[src/rtl/mul_sched.sv]
// mul_sched: round-robin arbiter sharing one 8x8 multiplier among NREQ requesters,
// holding operands LAT cycles and returning the tagged 16-bit product.
module mul_sched #(
  parameter int NREQ = 4,
  parameter int LAT  = 2,
  parameter int IDW  = 2
) (
  input  logic              clock,
  input  logic              reset,
  input  logic [NREQ-1:0]   req_valid,
  input  logic [8*NREQ-1:0] req_a,
  input  logic [8*NREQ-1:0] req_b,
  output logic [NREQ-1:0]   req_ready,
  output logic [7:0]        mul_a,
  output logic [7:0]        mul_b,
  input  logic [15:0]       mul_result,
  output logic              rsp_valid,
  output logic [15:0]       rsp_data,
  output logic [IDW-1:0]    rsp_id,
  input  logic              rsp_ready,
  output logic              busy
);
  localparam int CW = $clog2(LAT + 1);
  typedef enum logic [1:0] {IDLE, BUSY, RESP} state_t;
  state_t         state;
  logic [IDW-1:0] rr_ptr, gnt_id, g, idx;
  logic [CW-1:0]  cnt;
  logic           found;
  // first valid requester at or after rr_ptr, wrapping
  always_comb begin
    found = 1'b0;
    g = '0;
    idx = '0;
    for (int k = 0; k < NREQ; k++) begin
      idx = IDW'((int'(rr_ptr) + k) % NREQ);
      if (!found && req_valid[idx]) begin
        found = 1'b1;
        g = idx;
      end
    end
  end
  assign req_ready = (state == IDLE && found && !reset) ? NREQ'(1) << g : '0;
  assign rsp_valid = state == RESP;
  assign busy      = state != IDLE;
  always_ff @(posedge clock) begin
    if (reset) begin
      state    <= IDLE;
      rr_ptr   <= '0;
      cnt      <= '0;
      gnt_id   <= '0;
      mul_a    <= '0;
      mul_b    <= '0;
      rsp_data <= '0;
      rsp_id   <= '0;
    end else begin
      case (state)
        IDLE: if (found) begin
          mul_a  <= req_a[{g, 3'b000} +: 8];
          mul_b  <= req_b[{g, 3'b000} +: 8];
          gnt_id <= g;
          cnt    <= CW'(LAT - 1);
          state  <= BUSY;
        end
        BUSY: if (cnt == '0) begin
          rsp_data <= mul_result;
          rsp_id   <= gnt_id;
          state    <= RESP;
        end else begin
          cnt <= cnt - 1'b1;
        end
        RESP: if (rsp_ready) begin
          state  <= IDLE;
          rr_ptr <= (gnt_id == IDW'(NREQ - 1)) ? '0 : gnt_id + 1'b1;
        end
        default: state <= IDLE;
      endcase
    end
  end
endmodule

[config.mk]
export PLATFORM = sky130hd
export DESIGN_NAME = mul_sched
export DESIGN_NICKNAME = d
export VERILOG_FILES = /design/src/rtl/mul_sched.sv
export SDC_FILE = /design/constraint.sdc
export NUM_CORES = 1
export LEC_CHECK = 0
export ABC_AREA = 1
export ABC_CLOCK_PERIOD_IN_PS = 3840
export CAP_MARGIN = 0
export CORE_UTILIZATION = 40
export DETAILED_ROUTE_END_ITERATION = 8
export PLACE_DENSITY = 0.78
export SLEW_MARGIN = 40
export SYNTH_ARGS = -nofsm -noshare
export SYNTH_HDL_FRONTEND = slang
export SYNTH_SLANG_ARGS = --single-unit
[constraint.sdc]
create_clock -name clock -period 3.84 [get_ports clock]
set_input_delay 0.768 -clock clock [delete_from_list [all_inputs] [get_ports clock]]
set_output_delay 0.768 -clock clock [all_outputs]
set_load 0.01 [all_outputs]
==> reports/results.ini <==
[run_status]
status = finished clean

[cts]
h-tree-depth = 2
cts.sinks = 42
cts.clk_slew.worst_paths_ns = 0.08
cts_buffers = 5
clock_latency_ns = 0.29
cts_root_buf = clkbuf_8
cts_buffer_depth = 2
cts_tree = yes
post_cts_buffers = 0

[finish]
fin_cells = 603
stdcell_area_um2 = 3870
drive_gt1_share_pct = 6.82
area_growth_pct = 56.7
diodes = 0
fin_nets = 617

[power]
clockPowerShare_pct = 13.3
p_int_uw = 1170
pwr-share-seq_pct = 31.0
pwr-share-comb_pct = 55.7
ir_drop_uv = 305
p_sw_share_pct = 41.5
cellPowerDensity_nw_per_um2 = 518
p_leak_uw = 0.00178
p_switching_uw = 831

[drt]
ant_nets = 0
vias = 2966
top_layer = met4
avgViaCountPerCell = 4.92
drc_errors = 0
wl_per_cell_um = 12.2
wl_met3_um = 475
drt_iter0_drc = 165
first_pass_iters = 4
routed_wl_mm = 7.34
wl_met2_mm = 3.65
m1WireLength_mm = 3.08

[floorplan]
rows = 28
design.core.area_um2 = 5960
die_area_um2 = 6500
top_level_ports = 127
die_h_um = 80.6
initial_utilization_pct = 41.5
die_width_um = 80.6

[place]
io_buffers = 126
dp_hpwl_mm = 5.56
dp_cells = 596
gp_congestion = 0.935
placed_cell_area_um2 = 3780

[min_path]
hp-class = reg2reg

[sta]
final_hold_viol_count = 0
drv_slew = 0
setup_viol_count_final = 0
fmax_ghz = 0.273
tightest_slew_ns = 0.725
setup_tns_ns = 0
fin_worst_skew_ns = 0.00497
relSlewSlack_pct = 51.7
period_share_pct = 95.3
hold_ws_ns = 0.461
min_period_ns = 3.66
rsz0062_at_grt = no

[synth]
synthesis.area_um2 = 2470
ys_seq_area_share_pct = 34.0
synth_warnings = 0
syn_inst = 407
yosys.area.top_type = dfxtp_1
ys_types = 22
ys_seq_elements = 42
avgSynthCellArea_um2 = 6.07
syn_nets = 496
synth_top_cell_area_share_pct = 34.0
synth_area_leaders = dfxtp_1 (34%), nand2_1 (21%), nand3_1 (15%)

[setup_path]
path_max_fanout = 4
crit_top_cell = nand2_1
arrival_ns = 2.89
worstSetupEndpointType = primary output
crit_chain = clkdlybuf4s50_1 -> nand2_1 -> nand2_1 -> nand2_1 -> nand2_1 -> nor2_4 -> nand2_1 -> or2_1 -> nand2_1 -> inv_2 -> nand2_1 -> nor3_1 -> clkdlybuf4s50_1
slowest_stage = clkdlybuf4s50_1
worst_setup_path_start_kind = input port
crit_path_max_incr_delay_ns = 0.58
worstPathRequired_ns = 3.07
path_class = in2out
r2r_setup_slack_ns = 1.50

[global_route]
grt_overflow = 0
grt.total_usage_pct = 23.2
antenna_found_initial = 0
grt_first_pass_wirelength_mm = 11.8
grt_max_degree = 37
grt_pass1_vias = 2691

[flow_run]
maxCapViolCount = 0

routing by layer:
layer  track usage, %  vias up
li1                 -     1543
met5                0        -
met2             42.3       84
met3             6.70       13
met1             26.0     1326
met4             6.07        0
sequential cells by signal (all words and copies together) (netlist names):
name and flops:
gnt_id 2, mul_b 8, cnt 2, mul_a 8, rsp_id 2, rr_ptr 2
rsp_data 16, state 2
cell type report:
type	count	area, um2
fillers	573	2080
multi-input cells	313	1400
repair buffers	137	1350
flip-flops and latches	42	841
inverters	29	109
well taps	75	93.8
clock buffers	5	68.8
clock inverters	2	10.0
worst paths after layout:
kind                startpoint           end  cells past startpoint
setup reg to reg     rr_ptr[0]      mul_b[4]                     14
hold reg to reg    rsp_data[1]   rsp_data[1]                      2
hold / removal     rsp_data[1]   rsp_data[1]                      2
setup / recovery  req_valid[2]  req_ready[3]                     13
synthesized netlist by cell type:
cell / instances
buf_6: 4
o21ai_0: 12
o21ai_1: 3
buf_1: 2
inv_2: 6
or2_1: 1
buf_4: 2
nor2_1: 41
nand3_2: 2
nand2_2: 5
nor2_4: 3
dfxtp_1: 42
nor2_2: 1
inv_1: 23
nand2_1: 141
clkbuf_1: 11
nand4_1: 1
a21oi_1: 25
nand3_1: 72
ha_1: 2
buf_2: 4
nor3_1: 4
stage by stage:
step	utilization (%)	setup slack [ns]	power, uW
2_1_floorplan	-	0.988	1300
3_3_place_gp	63.5	0.162	1720
3_5_place_dp	63.5	0.112	1750
4_1_cts	64.8	0.0947	2020
5_1_grt	65.0	0.0151	2180
6_report	65.0	0.181	2000
what timing repair did:
item                                    4_1_cts  5_1_grt
endpoints found under the setup margin        0        2
resized for setup                             0        4
hold buffers                                  0        0
power groups by stage:
stage | Clock [uW] | Combinational [uW] | Sequential, uW
CTS | 275 | 1120 | 621
global route | 295 | 1240 | 637
finish | 267 | 1120 | 621
global placement | 0 | 1100 | 623
floorplan | 0 | 632 | 665
detailed placement | 0 | 1120 | 630
placed cells by master (no fill, tap or decap):
master / synthesis / final
clkbuf_8: 0 / 5
nor2_2: 1 / 1
o21ai_1: 3 / 3
dfxtp_1: 42 / 42
nand2_2: 5 / 5
nand2_1: 141 / 141
inv_2: 6 / 6
clkinv_2: 0 / 2
nor2_4: 3 / 3
nand4_1: 1 / 1
nor2_1: 41 / 41
o21ai_0: 12 / 12
nand3_1: 72 / 72
clkdlybuf4s50_1: 0 / 123
a21oi_1: 25 / 25
inv_1: 23 / 23
ha_1: 2 / 2
nor3_2: 0 / 1
dlymetal6s2s_1: 0 / 3
buf_4: 2 / 11
nand3_2: 2 / 2
or2_1: 1 / 1
nor3_1: 4 / 3
logic make-up after synthesis:
family	after synthesis	synth area share, %
adder cells (fa/ha/maj)	2	1.01
AO/OA/AOI/OAI	40	8.10
buffers and inverters	52	9.62
flip-flops	42	34.0
AND/OR/NAND/NOR	271	47.2
worst max-delay path: cells and delay by family:
family	cells	cell delay, ns
buf+inv	3	1.15
simple gates	10	0.96
Note: power is estimated with default switching activity, not from simulation.
